<file path="config.mk">
export PLATFORM = sky130hd
export DESIGN_NAME = seg_display_scanner
export DESIGN_NICKNAME = d
export VERILOG_FILES = /design/src/rtl/seg_display_scanner_pkg.sv /design/src/rtl/seg_display_scanner_scan_prescaler.sv /design/src/rtl/seg_display_scanner.sv
export SDC_FILE = /design/constraint.sdc
export NUM_CORES = 1
export LEC_CHECK = 0
export ABC_AREA = 1
export BUFFER_PORTS_ARGS = -buffer_cell sky130_fd_sc_hd__buf_4
export CAP_MARGIN = 20
export CORE_ASPECT_RATIO = 1.1
export CORE_MARGIN = 5
export CORE_UTILIZATION = 35
export DETAILED_ROUTE_END_ITERATION = 10
export PLACE_DENSITY = 0.48
export SLEW_MARGIN = 20
export SYNTH_ARGS = -nofsm -noshare
export SYNTH_HDL_FRONTEND = slang
export SYNTH_SLANG_ARGS = --single-unit
</file>
<file path="constraint.sdc">
create_clock -name clk -period 2.19 [get_ports clk]
set_clock_uncertainty 0.2 [all_clocks]
set_input_delay 0.438 -clock clk [delete_from_list [all_inputs] [get_ports clk]]
set_output_delay 0.438 -clock clk [all_outputs]
set_load 0.03 [all_outputs]
</file>
<file path="src/rtl/seg_display_scanner_pkg.sv">
// Shared types and pin constants for the 4-digit 7-segment scanner.
// Anode and cathode values are active-low pin levels.
package seg_display_scanner_pkg;

  typedef logic [1:0] digit_idx_t;

  localparam logic [3:0] AN_OFF = 4'b1111;
  localparam logic [3:0] AN_D0  = 4'b0111;
  localparam logic [3:0] AN_D1  = 4'b1011;
  localparam logic [3:0] AN_D2  = 4'b1101;
  localparam logic [3:0] AN_D3  = 4'b1110;

  localparam logic [6:0] CATH_OFF = 7'h7F;

  function automatic logic [3:0] an_sel(
    input digit_idx_t i
  );
    logic [3:0] a;
    a = AN_OFF;
    unique case (i)
      2'd0: a = AN_D0;
      2'd1: a = AN_D1;
      2'd2: a = AN_D2;
      2'd3: a = AN_D3;
    endcase
    return a;
  endfunction

  function automatic logic [6:0] seg_of(
    input logic [27:0] arr,
    input digit_idx_t  i
  );
    logic [6:0] s;
    s = arr[6:0];
    unique case (i)
      2'd0: s = arr[27:21];
      2'd1: s = arr[20:14];
      2'd2: s = arr[13:7];
      2'd3: s = arr[6:0];
    endcase
    return s;
  endfunction

endpackage

</file>
<file path="src/rtl/seg_display_scanner_scan_prescaler.sv">
// Slot counter and digit/frame sequencer for the display scanner.
// Everything clears while enable is low so a restart begins at digit 0.
module scan_prescaler
  import seg_display_scanner_pkg::*;
#(
  parameter int DIGIT_CYCLES = 100000,
  parameter int GUARD_CYCLES = 2000
) (
  input  logic       clk,
  input  logic       rst_n,
  input  logic       enable,
  output logic       slot_zero,
  output logic       in_guard,
  output digit_idx_t digit_idx,
  output logic       frame_wrap
);

  localparam int CW = (DIGIT_CYCLES > 2) ? $clog2(DIGIT_CYCLES) : 1;
  localparam logic [CW-1:0] SLOT_LAST = CW'(DIGIT_CYCLES - 1);
  localparam logic [CW-1:0] GUARD_LIM = CW'(GUARD_CYCLES);

  logic [CW-1:0] cnt_q, cnt_d;
  digit_idx_t    idx_q, idx_d;
  logic          slot_last;

  always_comb begin
    slot_last = (cnt_q == SLOT_LAST);
    cnt_d     = cnt_q;
    idx_d     = idx_q;
    if (!enable) begin
      cnt_d = '0;
      idx_d = '0;
    end else if (slot_last) begin
      cnt_d = '0;
      idx_d = idx_q + 2'd1;
    end else begin
      cnt_d = cnt_q + CW'(1);
    end
  end

  always_ff @(posedge clk or negedge rst_n) begin
    if (!rst_n) begin
      cnt_q <= '0;
      idx_q <= '0;
    end else begin
      cnt_q <= cnt_d;
      idx_q <= idx_d;
    end
  end

  assign slot_zero  = (cnt_q == '0);
  assign in_guard   = (cnt_q < GUARD_LIM);
  assign digit_idx  = idx_q;
  assign frame_wrap = enable && slot_last && (idx_q == 2'd3);

endmodule

</file>
<file path="src/rtl/seg_display_scanner.sv">
// Time-multiplexed common-anode 4-digit display driver with
// per-digit blink, guard interval and frame-coherent snapshot.
module seg_display_scanner
  import seg_display_scanner_pkg::*;
#(
  parameter int DIGIT_CYCLES = 100000,
  parameter int GUARD_CYCLES = 2000,
  parameter int BLINK_FRAMES = 125
) (
  input  logic        clk,
  input  logic        resetn,
  input  logic        enable,
  input  logic [27:0] seg_array,
  input  logic [3:0]  blink_mask,
  output logic [3:0]  an,
  output logic [6:0]  cathode,
  output logic        frame_start
);

  localparam int BW = (BLINK_FRAMES > 2) ? $clog2(BLINK_FRAMES) : 1;
  localparam logic [BW-1:0] BLINK_LAST = BW'(BLINK_FRAMES - 1);

  logic       slot_zero;
  logic       in_guard;
  digit_idx_t digit_idx;
  logic       frame_wrap;

  scan_prescaler #(
    .DIGIT_CYCLES(DIGIT_CYCLES),
    .GUARD_CYCLES(GUARD_CYCLES)
  ) u_prescaler (
    .clk       (clk),
    .rst_n     (resetn),
    .enable    (enable),
    .slot_zero (slot_zero),
    .in_guard  (in_guard),
    .digit_idx (digit_idx),
    .frame_wrap(frame_wrap)
  );

  logic [27:0]   seg_sh_q, seg_sh_d;
  logic [3:0]    mask_sh_q, mask_sh_d;
  logic [BW-1:0] blink_cnt_q, blink_cnt_d;
  logic          phase_q, phase_d;
  logic [3:0]    an_q, an_d;
  logic [6:0]    cath_q, cath_d;
  logic          fs_q, fs_d;
  logic          snap;
  logic          blank;

  always_comb begin
    snap      = enable && slot_zero && (digit_idx == 2'd0);
    seg_sh_d  = snap ? seg_array : seg_sh_q;
    mask_sh_d = snap ? blink_mask : mask_sh_q;

    blink_cnt_d = blink_cnt_q;
    phase_d     = phase_q;
    if (!enable) begin
      blink_cnt_d = '0;
    end else if (frame_wrap) begin
      if (blink_cnt_q == BLINK_LAST) begin
        blink_cnt_d = '0;
        phase_d     = ~phase_q;
      end else begin
        blink_cnt_d = blink_cnt_q + BW'(1);
      end
    end

    // mask bit 3 belongs to digit 0, so index with the inverted digit
    blank = mask_sh_q[~digit_idx] && phase_q;
    an_d  = AN_OFF;
    if (enable && !in_guard && !blank) begin
      an_d = an_sel(digit_idx);
    end
    cath_d = enable ? ~seg_of(seg_sh_d, digit_idx) : CATH_OFF;
    fs_d   = snap;
  end

  always_ff @(posedge clk or negedge resetn) begin
    if (!resetn) begin
      seg_sh_q    <= '0;
      mask_sh_q   <= '0;
      blink_cnt_q <= '0;
      phase_q     <= 1'b0;
      an_q        <= AN_OFF;
      cath_q      <= CATH_OFF;
      fs_q        <= 1'b0;
    end else begin
      seg_sh_q    <= seg_sh_d;
      mask_sh_q   <= mask_sh_d;
      blink_cnt_q <= blink_cnt_d;
      phase_q     <= phase_d;
      an_q        <= an_d;
      cath_q      <= cath_d;
      fs_q        <= fs_d;
    end
  end

  assign an          = an_q;
  assign cathode     = cath_q;
  assign frame_start = fs_q;

endmodule

</file>
==> results of run 1 <==
## final cells by class
class                      instances  area share [%]
sequential                        71            36.9
timing repair buffer              66            10.6
inverter                          83            6.43
tap                              147            3.79
multi-input combinational        318            36.8
clock inverter                     1           0.103
clock buffer                      15            5.32
## stage by stage
step | util (%) | hold WS (ns)
floorplan | - | -0.0576
global placement | 41.5 | 0.256
detailed placement | 41.5 | 0.259
CTS | 44.0 | 0.0953
global route | 44.0 | 0.105
finish | 44.0 | 0.0998
## kinds of logic (layout without fill, tap and decap cells)
family	count (synthesis)	after routing	share of synthesized area (%)
and+or+nand+nor	270	270	35.4
adders and majority gates	10	10	3.15
xor gates and xnor gates	6	6	1.32
buffers and inverters	96	165	10.0
DFF	71	71	45.0
AOI/OAI and AO/OA	32	32	5.04
## flip-flops by register name, summed over array words and instances (netlist names)
register / flops
an: 4
cathode: 7
seg_sh_q: 28
frame_start: 1
u_prescaler.cnt_q: 17
mask_sh_q: 4
blink_cnt_q: 7
u_prescaler.digit_idx: 2
phase_q: 1
## cell usage after synthesis (3+ instances only)
cell | count | area share [%]
xnor2_1 | 5 | 1.1
buf_2 | 4 | 0.50
dfstp_2 | 11 | 7.3
nand2_1 | 98 | 9.3
nor3_1 | 3 | 0.38
nand2_2 | 14 | 2.2
nor2_4 | 5 | 1.4
nand4_1 | 35 | 5.5
dfrtp_1 | 60 | 38
nand3_1 | 48 | 6.0
buf_4 | 3 | 0.57
buf_6 | 3 | 0.85
and2_1 | 21 | 3.3
clkbuf_1 | 3 | 0.28
ha_1 | 10 | 3.1
nor2_1 | 29 | 2.7
inv_2 | 4 | 0.38
inv_1 | 79 | 7.5
nor2_2 | 4 | 0.63
o21ai_0 | 9 | 1.1
a21oi_1 | 11 | 1.4
o21ai_2 | 7 | 1.5
## worst max-delay path by stage
stage	from	depth (start not counted)	endpoint	slack (ns)
4_1_cts	u_prescaler.digit_idx[1]	12	cathode[4]	0.08
2_1_floorplan	u_prescaler.digit_idx[0]	13	cathode[0]	0.27
3_3_place_gp	u_prescaler.digit_idx[1]	12	cathode[4]	0.07
5_1_grt	u_prescaler.digit_idx[1]	12	cathode[0]	0.002
3_5_place_dp	u_prescaler.digit_idx[1]	12	cathode[4]	0.09
6_report	u_prescaler.digit_idx[1]	12	cathode[0]	0.15
## routing by layer
metal | GRT usage (%) | wire length [µm]
met1 | 20.4 | 4750
met2 | 26.7 | 4840
met3 | 3.53 | 270
met4 | 5.32 | 159
met5 | 0 | 0
## what timing repair did
action                                 CTS  global route
hold buffers                             1             0
setup endpoints to repair                0             3
resized for setup                        0             1
endpoints found under the hold margin   60             0
## critical path: stages (launching register included)
cell,delay [ns]
dfrtp_1,0.42
inv_1,0.09
ha_1,0.14
nand2_1,0.05
inv_1,0.04
nand2_1,0.06
buf_4,0.16
nor2_8,0.12
nand3_4,0.26
nand2_1,0.17
nand3_1,0.08
nand2_1,0.10
o21ai_2,0.06
## report_power, final
group,internal [µW],switching [µW]
Clock,798,536
Combinational,237,330
Sequential,1480,57.7
==> results.yml, run 1 <==
timing:
  fin_setup_tns_ns: 0
  rsz0062_at_grt: "false"
  fmax_mhz: 491
  fin_crit_sh_pct: 93.0
  fin_crit_ns: 2.04
  setup_ws_ns: 0.154
  slew_headroom_pct: 71.2
  worst_pin_slew_ns: 0.432
  hold_violations: 0
  setup_viol: 0
  final_max_slew_viol_count: 0
critical_path:
  reg2reg_depth: 12
  timing.rr.start: "u_prescaler.digit_idx[1]"
  path_max_fanout: 17
  r2r_slack_ns: 0.15
  rr_endpoint: "cathode[0]"
  worstSetupPathType: "flop to flop"
  end_kind: "flop"
  critPathArrivalTime_ns: 2.10
  required_ns: 2.25
  worstSetupStartpointType: "flop"
place:
  hpwl_um: 7320
  place.gp.congestion: 0.793
  dp.cells: 684
  port-buffer-count: 46
  postPlaceCellArea_mm2: 0.00457
  pre_cts_ws_ns: 0.0907
finish:
  ff_latch_area_mm2: 0.00179
  area_growth_pct: 22.0
  finalNonFillerCells: 701
  fin_nets: 594
  final_common_cell: "nand2_1"
  fin_area_mm2: 0.00485
  multiInputGateArea_mm2: 0.00179
  mostFrequentLayoutCells: "nand2_1 (98), inv_1 (79), buf_4 (63)"
  fill_cells: 1148
  drive_gt1_share_pct: 23.6
  diodes: 0
synthesis:
  synth.net_count: 530
  async_flop_share_pct: 100
  ys_warn_count: 0
  synth-edff-count: 0
  ys_ff_latch: 71
  synth_area_mm2: 0.00398
  ys.flop_type: "dfrtp_1"
  seq_area_frac_synth_pct: 45.0
  syn_avg_cell_area_um2: 8.20
  ys_types: 36
  synth_cells: 485
detailed_routing:
  wl_per_cell_um: 14.3
  drt-initial-drc-count: 126
  drt_first_pass_iters: 4
  vias_per_cell: 4.73
  ant_nets: 0
  wirelength_um: 10000
  vias: 3314
  drcViolationCount: 0
clock_tree:
  cts_root_buf: "clkbuf_16"
  h-tree-depth: 3
  postCtsSetupRepairBufs: 0
  clkTransAtPathRegs_ns: 0.05
  numCtsBuffers: 9
  cts_tree: "built"
  numClockSinks: 71
  clockBufferDepth: 2
  insertion_delay_ns: 0.34
global_route:
  grt_overflow_total: 0
  grt_antenna_before_repair: 0
  grt_pass1_wl_um: 17000
  grt_pass1_vias: 3399
  grt.total_usage_pct: 15.9
  grt_max_degree: 72
floorplan:
  rows: 40
  die_area_mm2: 0.0136
  core_mm2: 0.0110
  dieWidth_um: 112
  ios: 47
  initial_core_util_pct: 36.1
  die_h_um: 122
min_path:
  hold_end: "mask_sh_q[2]"
  hold_class: "input port to flop"
  hp-start: "blink_mask[2]"
  min_path_cells: 3
power:
  power_density_mw_per_mm2: 710
  peakVddDrop_mv: 0.318
  p_leak_uw: 0.00244
  finalPower_uw: 3440
flow_run:
  max_cap_violations: 0
outcome:
  status: "complete, no violations"
No activity file was read; power rests on OpenSTA's default activity.
==> run 2: changes to the inputs <==
--- a/config.mk
+++ b/config.mk
@@ -12,6 +12,7 @@
 export CORE_MARGIN = 5
 export CORE_UTILIZATION = 35
 export DETAILED_ROUTE_END_ITERATION = 10
+export HOLD_SLACK_MARGIN = 0.1
 export PLACE_DENSITY = 0.48
 export SLEW_MARGIN = 20
 export SYNTH_ARGS = -nofsm -noshare
==> run 2 against run 1 <==
Wire length is essentially flat. Critical path depth is the same. Global-route usage is essentially flat. Sequential power is essentially flat. Highest routed layer unchanged.
==> results.yml, run 2 (synthesis results as in run 1) <==
timing:
  fmax_mhz: 491
  fin_crit_sh_pct: 93.0
  final_max_slew_viol_count: 0
  fin_setup_tns_ns: 0
  worst_pin_slew_ns: 0.423
  setup_viol: 0
  rsz0062_at_grt: "false"
  holdWs_ns: 0.115
  fin_crit_ns: 2.04
  slew_headroom_pct: 71.8
  hold_violations: 0
detailed_routing:
  wl_met1_um: 4750
  drcViolationCount: 0
  drt_first_pass_iters: 4
  vias: 3328
  drt-initial-drc-count: 112
  top_layer_used: "met4"
  dr_wl_met3_um: 263
  wl_met2_um: 4860
  wirelength_um: 10000
  wl_per_cell_um: 14.3
  ant_nets: 0
  vias_per_cell: 4.74
floorplan:
  rows: 40
  dieWidth_um: 112
  core_mm2: 0.0110
  die_area_mm2: 0.0136
  initial_core_util_pct: 36.1
  ios: 47
  die_h_um: 122
critical_path:
  path_common_cell: "nand2_1"
  crit_path_top_delay_cell: "dfrtp_1"
  worstSetupStartpointType: "flop"
  critical_path.cell_chain: "inv_1, ha_1, nand2_1, inv_1, nand2_1, buf_4, nor2_8, nand3_4, nand2_1, nand3_1, nand2_1, o21ai_2"
  required_ns: 2.25
  crit_path_max_incr_delay_ns: 0.42
  worstSetupPathType: "flop to flop"
  critPathArrivalTime_ns: 2.10
  path_max_fanout: 17
  end_kind: "flop"
finish:
  mostFrequentLayoutCells: "nand2_1 (98), inv_1 (79), buf_4 (63)"
  final_common_cell: "nand2_1"
  reg_top3: "seg_sh_q: 28 flops, u_prescaler.cnt_q: 17 flops"
  drive_gt1_share_pct: 23.6
  fill_cells: 1147
  diodes: 0
  fin_area_mm2: 0.00486
  largest_reg_flops: 28
  ff_latch_area_mm2: 0.00179
  area_growth_pct: 22.2
  regMostFlops: "seg_sh_q"
  fin_nets: 595
  multiInputGateArea_mm2: 0.00179
clock_tree:
  h-tree-depth: 3
  numClockSinks: 71
  insertion_delay_ns: 0.34
  cts_tree: "built"
  clkTransAtPathRegs_ns: 0.05
  clockBufferDepth: 2
  cts_root_buf: "clkbuf_16"
  postCtsSetupRepairBufs: 0
  numCtsBuffers: 9
outcome:
  status: "complete, no violations"
power:
  peakVddDrop_mv: 0.317
  p_leak_uw: 0.00244
  power_density_mw_per_mm2: 708
place:
  postPlaceCellArea_mm2: 0.00457
  hpwl_um: 7320
  place.gp.congestion: 0.793
  port-buffer-count: 46
global_route:
  grt_overflow_total: 0
  grt_antenna_before_repair: 0
  grt_max_degree: 72
  grt_pass1_vias: 3403
  grt_pass1_wl_um: 17000
  grt.total_usage_pct: 15.9
flow_run:
  max_cap_violations: 0
min_path:
  hold_class: "input port to flop"
## run 2: cell count changes in the layout (fill, tap and decap cells not counted)
cell	before	now
dlygate4sd3_1	1	2
## run 2: worst max-delay path, delay by kind of cell, from the launching register on
kind	cells	cell delay [ns]
flops	1	0.42
compound gates	1	0.07
buf+inv	3	0.29
simple gates	7	0.85
fa+ha+maj	1	0.14
## run 2: timing repair
item,in CTS,in global routing
setup endpoints to repair,0,3
resized for setup,0,1
hold endpoints to repair,61,0
hold buffers,2,0
## run 2: path summary, 6_finish.rpt
path,slack (ns),to,cells after the start,from
max reg2reg,0.15,cathode[0],12,u_prescaler.digit_idx[1]
max,0.15,cathode[0],12,u_prescaler.digit_idx[1]
min reg2reg,0.27,seg_sh_q[21],2,seg_sh_q[21]
max in group asynchronous,0.98,an[3],3,resetn
min,0.11,mask_sh_q[0],3,blink_mask[0]
min in group asynchronous,0.46,seg_sh_q[14],3,resetn
## run 2: final cells by class
class                      instances  share of cell area (%)
inverter                          83                    6.41
clock inverter                     1                   0.103
tap                              147                    3.79
timing repair buffer              67                    10.8
multi-input combinational        318                    36.7
clock buffer                      15                    5.31
sequential                        71                    36.9
## run 2: per-layer routing
| layer | track usage [%] | up-vias |
|---|---|---|
| met5 | 0 | - |
| met4 | 5.32 | 0 |
| met3 | 3.53 | 15 |
| met2 | 26.7 | 41 |
| met1 | 20.4 | 1591 |
| li1 | - | 1681 |
## run 2: power by group
| group | internal, µW | switching, µW |
|---|---|---|
| Combinational | 238 | 330 |
| Clock | 798 | 535 |
| Sequential | 1480 | 57.7 |
| Total | 2520 | 923 |
## run 2: through the flow
step / setup WS [ns] / cells / total power, µW / utilization [%]
floorplan: 0.271 / 485 / 1930 / -
global placement: 0.0723 / 684 / 2130 / 41.5
CTS: 0.0776 / 702 / 3480 / 44.1
global route: 0.00199 / 702 / 3650 / 44.1
detailed placement: 0.0907 / 684 / 2130 / 41.5
finish: 0.154 / 702 / 3440 / 44.1
